`config.mk`:
```
export PLATFORM = sky130hd
export DESIGN_NAME = register_bus_reader_flat
export DESIGN_NICKNAME = d
export VERILOG_FILES = /design/src/rtl/register_bus_reader_if.sv /design/src/rtl/register_bus_reader.sv /design/src/flat_wrapper.sv
export SDC_FILE = /design/constraint.sdc
export NUM_CORES = 1
export LEC_CHECK = 0
export ABC_AREA = 1
export CAP_MARGIN = 20
export CORE_ASPECT_RATIO = 0.7
export CORE_MARGIN = 1
export CORE_UTILIZATION = 40
export DETAILED_ROUTE_END_ITERATION = 12
export PLACE_DENSITY = 0.83
export SLEW_MARGIN = 20
export SYNTH_ARGS = -nofsm -noshare
export SYNTH_HDL_FRONTEND = slang
export SYNTH_SLANG_ARGS = --single-unit
```
`constraint.sdc`:
```
create_clock -name Clock -period 3.67 [get_ports Clock]
set_input_delay 0.367 -clock Clock [delete_from_list [all_inputs] [get_ports Clock]]
set_output_delay 0.367 -clock Clock [all_outputs]
set_load 0.02 [all_outputs]
```
`src/rtl/register_bus_reader_if.sv`:
```
// Handshake and bus signal bundle between the register bus reader and its environment.
// The reader uses the master modport; the request source, response sink and slice bank use slave.
interface register_bus_reader_if #(
  parameter int NrOfBits  = 32,
  parameter int NrOfSlots = 4,
  parameter int AddrBits  = 2
);
  logic                 req_valid;
  logic                 req_ready;
  logic [AddrBits-1:0]  req_addr;
  logic                 rsp_valid;
  logic                 rsp_ready;
  logic [NrOfBits-1:0]  rsp_data;
  logic                 rsp_err;
  logic [NrOfSlots-1:0] cs;
  logic [NrOfBits-1:0]  bus;

  modport master (
    input  req_valid, req_addr, rsp_ready, bus,
    output req_ready, rsp_valid, rsp_data, rsp_err, cs
  );

  modport slave (
    output req_valid, req_addr, rsp_ready, bus,
    input  req_ready, rsp_valid, rsp_data, rsp_err, cs
  );
endinterface

```
`src/rtl/register_bus_reader.sv`:
```
// Reading master for a shared tri-state bus of register slices: select one slice, let it settle, capture.
// Optional macro BUS_TURNAROUND_EN inserts one all-released tick between capture and response.
module register_bus_reader #(
  parameter int NrOfBits    = 32,
  parameter int NrOfSlots   = 4,
  parameter int AddrBits    = 2,
  parameter int SettleTicks = 1
) (
  input  logic                   Clock,
  input  logic                   Reset,
  input  logic                   Tick,
  register_bus_reader_if.master  bus_if
);

  localparam int                  CntBits   = (SettleTicks > 1) ? $clog2(SettleTicks) : 1;
  localparam logic [CntBits-1:0]  CntLoad   = CntBits'(SettleTicks - 1);
  localparam logic [AddrBits:0]   SlotLimit = (AddrBits + 1)'(NrOfSlots);

  localparam logic [2:0] ST_IDLE   = 3'd0;
  localparam logic [2:0] ST_SELECT = 3'd1;
  localparam logic [2:0] ST_SAMPLE = 3'd2;
  localparam logic [2:0] ST_RESP   = 3'd3;
`ifdef BUS_TURNAROUND_EN
  localparam logic [2:0] ST_TURN   = 3'd4;
`endif

  logic [2:0]           state_q, state_d;
  logic [CntBits-1:0]   cnt_q, cnt_d;
  logic [NrOfSlots-1:0] cs_q, cs_d;
  logic [NrOfBits-1:0]  rsp_data_q, rsp_data_d;
  logic                 rsp_err_q, rsp_err_d;

  logic                 addr_ok;
  logic [NrOfSlots-1:0] sel_mask;

  // Active-low one-cold select for the requested slot; addresses past the bank select nothing.
  always_comb begin
    addr_ok  = {1'b0, bus_if.req_addr} < SlotLimit;
    sel_mask = '1;
    for (int i = 0; i < NrOfSlots; i++) begin
      if (AddrBits'(i) == bus_if.req_addr) begin
        sel_mask[i] = 1'b0;
      end
    end
  end

  always_comb begin
    state_d    = state_q;
    cnt_d      = cnt_q;
    cs_d       = cs_q;
    rsp_data_d = rsp_data_q;
    rsp_err_d  = rsp_err_q;

    if (Tick) begin
      case (state_q)
        ST_IDLE: begin
          if (bus_if.req_valid) begin
            if (addr_ok) begin
              cs_d    = sel_mask;
              cnt_d   = CntLoad;
              state_d = ST_SELECT;
            end else begin
              rsp_data_d = '0;
              rsp_err_d  = 1'b1;
              state_d    = ST_RESP;
            end
          end
        end
        ST_SELECT: begin
          if (cnt_q == '0) begin
            state_d = ST_SAMPLE;
          end else begin
            cnt_d = cnt_q - 1'b1;
          end
        end
        ST_SAMPLE: begin
          rsp_data_d = bus_if.bus;
          rsp_err_d  = 1'b0;
          cs_d       = '1;
`ifdef BUS_TURNAROUND_EN
          state_d    = ST_TURN;
`else
          state_d    = ST_RESP;
`endif
        end
`ifdef BUS_TURNAROUND_EN
        ST_TURN: begin
          state_d = ST_RESP;
        end
`endif
        ST_RESP: begin
          if (bus_if.rsp_ready) begin
            state_d = ST_IDLE;
          end
        end
        default: begin
          state_d = ST_IDLE;
          cs_d    = '1;
        end
      endcase
    end
  end

  // Reset releases every slice immediately so an aborted read never leaves a driver on the bus.
  always_ff @(posedge Clock or posedge Reset) begin
    if (Reset) begin
      state_q    <= ST_IDLE;
      cnt_q      <= '0;
      cs_q       <= '1;
      rsp_data_q <= '0;
      rsp_err_q  <= 1'b0;
    end else begin
      state_q    <= state_d;
      cnt_q      <= cnt_d;
      cs_q       <= cs_d;
      rsp_data_q <= rsp_data_d;
      rsp_err_q  <= rsp_err_d;
    end
  end

  assign bus_if.req_ready = (state_q == ST_IDLE);
  assign bus_if.rsp_valid = (state_q == ST_RESP);
  assign bus_if.rsp_data  = rsp_data_q;
  assign bus_if.rsp_err   = rsp_err_q;
  assign bus_if.cs        = cs_q;

endmodule

```
`src/flat_wrapper.sv`:
```
// flat-port wrapper written by rule: the top's interface ports become plain ports
module register_bus_reader_flat 
#(
  parameter int NrOfBits    = 32,
  parameter int NrOfSlots   = 4,
  parameter int AddrBits    = 2,
  parameter int SettleTicks = 1
)
  (Clock, Reset, Tick, bus_if_req_valid, bus_if_req_addr, bus_if_rsp_ready, bus_if_bus, bus_if_req_ready, bus_if_rsp_valid, bus_if_rsp_data, bus_if_rsp_err, bus_if_cs);
  register_bus_reader_if #(.NrOfBits(NrOfBits), .NrOfSlots(NrOfSlots), .AddrBits(AddrBits)) bus_if_i ();
  input  logic Clock;
  input  logic Reset;
  input  logic Tick;
  input wire logic [$bits(bus_if_i.req_valid)-1:0] bus_if_req_valid;
  input wire logic [$bits(bus_if_i.req_addr)-1:0] bus_if_req_addr;
  input wire logic [$bits(bus_if_i.rsp_ready)-1:0] bus_if_rsp_ready;
  input wire logic [$bits(bus_if_i.bus)-1:0] bus_if_bus;
  output wire logic [$bits(bus_if_i.req_ready)-1:0] bus_if_req_ready;
  output wire logic [$bits(bus_if_i.rsp_valid)-1:0] bus_if_rsp_valid;
  output wire logic [$bits(bus_if_i.rsp_data)-1:0] bus_if_rsp_data;
  output wire logic [$bits(bus_if_i.rsp_err)-1:0] bus_if_rsp_err;
  output wire logic [$bits(bus_if_i.cs)-1:0] bus_if_cs;
  assign bus_if_i.req_valid = bus_if_req_valid;
  assign bus_if_i.req_addr = bus_if_req_addr;
  assign bus_if_i.rsp_ready = bus_if_rsp_ready;
  assign bus_if_i.bus = bus_if_bus;
  assign bus_if_req_ready = bus_if_i.req_ready;
  assign bus_if_rsp_valid = bus_if_i.rsp_valid;
  assign bus_if_rsp_data = bus_if_i.rsp_data;
  assign bus_if_rsp_err = bus_if_i.rsp_err;
  assign bus_if_cs = bus_if_i.cs;
  register_bus_reader #(.NrOfBits(NrOfBits), .NrOfSlots(NrOfSlots), .AddrBits(AddrBits), .SettleTicks(SettleTicks)) u_core (.Clock(Clock), .Reset(Reset), .Tick(Tick), .bus_if(bus_if_i));
endmodule
```
Yosys cells after proc, flatten, opt, wreduce, memory -nomap -nowiden
Cells that the tools add are included.

word-level totals
  word-level logic and storage cells = 36
  memories = 0
  bits in registers = 40
  output and inout bits = 39
  RAM bits = 0
  latch bits = 0
  memory bits (read-only) = 0

cells by class
  shift operators = 0
  bitwise operators = 1
  mux-type cells = 13
  reductions and logical operators = 8
  add/sub/neg operators = 1
  $mul = 0
  $lt $le $gt $ge = 0
  div/mod/pow operators = 0
  equality and inequality tests = 9

operators with widths
  cell                                                 number
  case mux 3 bit (4 select lines)                      1
  2-to-1 mux 3 bit                                     3
  case mux 4 bit (2 select lines)                      1
  equality test 3 x 2 -> 1 bit, second input constant  2
  2-to-1 mux 1 bit                                     6
  != test 2 bit, second input constant                 3
  AND reduction 3 bit                                  2
  equality test 2 bit, first input constant            2
  2-to-1 mux 4 bit                                     1
  AND reduction 4 bit                                  1
  equality test 3 x 1 -> 1 bit, second input constant  1
  logical NOT 3 bit                                    1
  equality test 1 x 2 -> 1 bit, first input constant   1
  logical NOT 2 bit                                    1
  case mux 1 bit (2 select lines)                      1
  AND reduction 2 bit                                  1
  nonzero test 2 bit                                   1
  OR reduction 2 bit                                   1
  NOT 1 bit                                            1
  subtractor 1 bit, second input constant              1

Longest topological paths before layout
  depth in word-level cells = 4
  gate-level depth with buffers = 7
  mapped depth without buffers = 6

Worst setup path before layout
OpenSTA, ideal clock, no wires.

  path type = reg2reg
  start point = reg u_core.state_q[0]
  end point = reg u_core.cs_q[0] (netlist: u_core.bus_if.cs[0])
  stages on the path, launching flop included = 7
  data required time = 3.610 ns
  path slack = 2.382 ns
  arrival time = 1.228 ns
  library setup time = 0.060 ns
  cells stage by stage = dfrtp_1 inv_1 ha_1 nand2_2 nand3_1 nand2_1 nand2_1

RTL lines
  item                           line                        RTL
  start, declared                register_bus_reader.sv:27   logic [2:0] state_q, state_d;
  start signal, assigned         register_bus_reader.sv:113  state_q <= state_d;
  logical NOT 3 bit (*)          n/a
  net bus_if_req_ready           flat_wrapper.sv:18          output wire logic [$bits(bus_if_i.req_ready)-1:0] bus_if_req_ready;
  != test 2 bit (no line)        n/a
  AND reduction 3 bit (no line)  n/a
  end signal, assigned           register_bus_reader.sv:115  cs_q <= cs_d;
  end, declared                  register_bus_reader.sv:29   logic [NrOfSlots-1:0] cs_q, cs_d;

The timed path passes the listed nets; every way through them passes the cells marked *.
A chain may end at the register's enable or synchronous reset.

Worst setup path in the final report
  start point = reg u_core.state_q[0]
  end point = out bus_if_req_ready

on the way
  word-level cells in the longest chain between the ends = 1

RTL lines
  item               line                        RTL
  logical NOT 3 bit  register_bus_reader.sv:121  assign bus_if.req_ready = (state_q == ST_IDLE);
  end, declared      flat_wrapper.sv:18

No other way between the ends.

==> flow_summary.json <==
{
  "overflow_left_after_global_routing": 0,
  "synth_mux_area_share_pct": 0,
  "drive_gt1_share_pct": 6.77,
  "synth.largest_area_cell": "sky130_fd_sc_hd__dfrtp_1",
  "ant_nets": 0,
  "clock_tree.buffer_depth": 2,
  "grt_use_total_pct": 18.2,
  "ctsRootBufferMaster": "sky130_fd_sc_hd__clkbuf_8",
  "worstSkewPairLatency_ns": 0.28,
  "initial_core_util_pct": 42.1,
  "endpoint_class_of_the_critical_path": "primary output",
  "worstPathRequired_ns": 3.30,
  "die-area_um2": 4440,
  "cp_data_arrival_time_ns": 1.79,
  "ys_top_cells_by_count": "sky130_fd_sc_hd__nand2_1 (77), sky130_fd_sc_hd__nand3_1 (43), sky130_fd_sc_hd__dfrtp_1 (34)",
  "post-cts-setup-buffer-count": 0,
  "worst_pin_slew_ns": 0.699,
  "min_period_ns": 2.16,
  "topRoutingLayerUsed": "met4",
  "drtIter0Drc": 81,
  "dp.final_hpwl_mm": 2.72,
  "cp_max_fo": 8,
  "async_flop_share_pct": 100,
  "synth-edff-count": 0,
  "ctsHtreeMaxLevel": 2,
  "route.final.wire_length_mm": 3.73,
  "report.final.setup_viol": 0,
  "antennaDiodeCount": 0,
  "vdd_ir_drop_max_uv": 438,
  "met1Wirelength_mm": 1.80,
  "num-nets-final": 309,
  "postSynthCellCount": 191,
  "post-synth-top-count-cell": "sky130_fd_sc_hd__nand2_1",
  "max_freq_mhz": 464,
  "tritoncts": "built",
  "design.core.area_um2": 3970,
  "cts_resized": 0,
  "syn_area_per_cell_um2": 8.75,
  "yosys_register_bits": 38,
  "worstHoldPathType": "reg2reg",
  "max_cap_viol_count": 0,
  "postCtsHoldBufs": 0,
  "avgRoutedWirePerCell_um": 11.7,
  "fraction_of_the_mapped_netlist_area_in_compound_gates_pct": 0.524,
  "grt_pass1_vias": 1340,
  "grt_setup_unrepaired": "false",
  "cts_buffer_count": 5,
  "fin_setup_tns_ns": 0,
  "synthTopCellsByArea": "sky130_fd_sc_hd__dfrtp_1 (51%), sky130_fd_sc_hd__nand2_1 (17%), sky130_fd_sc_hd__nand3_1 (13%)",
  "synth_simple_gate_area_share_pct": 32.1,
  "synth.yosys.seq_area_share_pct": 57.2,
  "route.met3.wl_um": 285,
  "grt_pass1_wl_mm": 6.28,
  "p_leak_nw": 1.25,
  "globalplace.congestion": 0.835,
  "drcViolationCount": 0,
  "finalClockSkew_ns": 0.00498,
  "clkTransAtPathRegs_ns": 0.07,
  "synth_nets": 235,
  "die_y_um": 56.1,
  "yosys_warnings": 0,
  "synth-xor-area-share_pct": 0,
  "synth_adder_area_share_pct": 3.75,
  "postSynth.topFlopCell": "sky130_fd_sc_hd__dfrtp_1",
  "path_class": "reg2out",
  "die_width_um": 79.2,
  "maximum_number_of_pins_on_one_net_before_global_route_repair": 39,
  "grt_antenna_before_repair": 0,
  "syn_to_final_growth_pct": 52.8,
  "place.port_buffers": 76,
  "clkSinkCount": 38,
  "route.vias.total": 1490,
  "ios": 78,
  "worst_setup_path_start_kind": "register",
  "met2WireLength_mm": 1.62,
  "largest_family_of_logic_cells_by_synthesized_area": "simple AND/OR/NAND/NOR gates",
  "power.density_cell_area_nw_per_um2": 848,
  "fp-row-count": 19,
  "layout.core_utilization_pct": 64.3,
  "netlist-cell-type-count": 15,
  "drtPass1Iterations": 4,
  "drt-vias-per-instance": 4.69,
  "max_slew_margin_pct": 53.2,
  "report.final.hold_viol_count": 0,
  "run_status": "completed",
  "synthDominantCellAreaShare_pct": 50.9,
  "max_slew_violations": 0,
  "final_min_period_over_clock_period_pct": 58.8,
  "syn-cell-area_um2": 1670
}
## layer usage
layer / up-vias / global-route usage [%]
li1: 749 / -
met1: 680 / 27.0
met2: 56 / 26.7
met3: 5 / 4.75
met4: 0 / 3.90
met5: - / 0
## registers in the layout, summed over array words and instances (netlist names)
| signal | count |
|---|---|
| u_core.bus_if.rsp_data | 32 |
| u_core.state_q | 2 |
| u_core.bus_if.cs | 4 |
## report_power, final
group	leakage, nW	switching (mW)	internal, mW	total (mW)
combinational	0.730	0.586	0.494	1.08
sequential	0.469	0.119	0.630	0.749
clock	0.0524	0.132	0.203	0.336
total	1.25	0.837	1.33	2.16
## logic make-up after synthesis
group                    after synthesis
AO/OA/AOI/OAI                          1
flip-flops                            38
buffers and inverters                 20
AND/OR/NAND/NOR                      126
other                                  1
adder cells (fa/ha/maj)                5
## path summary, 6_finish.rpt
| path | startpoint | endpoint | slack (ns) | cells after the start |
|---|---|---|---|---|
| setup reg to reg | u_core.state_q[0]$_DFFE_PP0P_ | u_core.bus_if.rsp_data[28]$_DFFE_PP0P_ | 1.71 | 5 |
| max in group asynchronous | Reset | u_core.bus_if.cs[3]$_DFFE_PP1P_ | 2.81 | 3 |
| min in group asynchronous | Reset | u_core.bus_if.rsp_data[8]$_DFFE_PP0P_ | 0.49 | 3 |
| hold / removal | u_core.bus_if.rsp_data[0]$_DFFE_PP0P_ | u_core.bus_if.rsp_data[0]$_DFFE_PP0P_ | 0.47 | 2 |
| setup / recovery | u_core.state_q[0]$_DFFE_PP0P_ | bus_if_req_ready | 1.51 | 3 |
| hold reg to reg | u_core.bus_if.rsp_data[0]$_DFFE_PP0P_ | u_core.bus_if.rsp_data[0]$_DFFE_PP0P_ | 0.47 | 2 |
## area by class of cell
| type | count | area, um2 |
|---|---|---|
| Clock buffer | 7 | 76.3 |
| Clock inverter | 1 | 30.0 |
| Fill cell | 345 | 1420 |
| Inverter | 8 | 30.0 |
| Multi-Input combinational cell | 133 | 612 |
| Sequential cell | 38 | 956 |
| Tap cell | 52 | 65.1 |
| Timing Repair Buffer | 79 | 783 |
## cell usage in the layout (no fill, tap or decap)
cell type / n
sky130_fd_sc_hd__conb_1: 1
sky130_fd_sc_hd__nand3_1: 43
sky130_fd_sc_hd__dfrtp_1: 34
sky130_fd_sc_hd__clkbuf_8: 5
sky130_fd_sc_hd__dfstp_2: 4
sky130_fd_sc_hd__ha_1: 5
sky130_fd_sc_hd__clkdlybuf4s50_1: 76
sky130_fd_sc_hd__nand2_1: 77
sky130_fd_sc_hd__nand4_1: 1
sky130_fd_sc_hd__nor2_2: 1
sky130_fd_sc_hd__clkbuf_1: 2
sky130_fd_sc_hd__buf_4: 3
sky130_fd_sc_hd__bufinv_16: 1
sky130_fd_sc_hd__a21oi_2: 1
sky130_fd_sc_hd__nor2_1: 2
sky130_fd_sc_hd__inv_1: 7
sky130_fd_sc_hd__nand2_2: 2
sky130_fd_sc_hd__inv_2: 1
## through the flow
step / area (um2) / hold WS [ns] / power, mW / setup WS (ns) / cells
after global placement: 2450 / 0.456 / 1.82 / 1.50 / 310
final: 2550 / 0.471 / 2.16 / 1.51 / 318
after CTS: 2550 / 0.477 / 2.19 / 1.49 / 318
after global routing: 2550 / 0.491 / 2.32 / 1.42 / 318
after detailed placement: 2450 / 0.458 / 1.84 / 1.44 / 310
after floorplan: 1670 / 0.500 / 1.34 / 2.38 / 191
## critical path: stages (launching register included)
cell	delay, ns
sky130_fd_sc_hd__dfrtp_1	0.43
sky130_fd_sc_hd__inv_1	0.10
sky130_fd_sc_hd__ha_1	0.33
sky130_fd_sc_hd__clkdlybuf4s50_1	0.66
No activity file was read; power rests on OpenSTA's default activity.
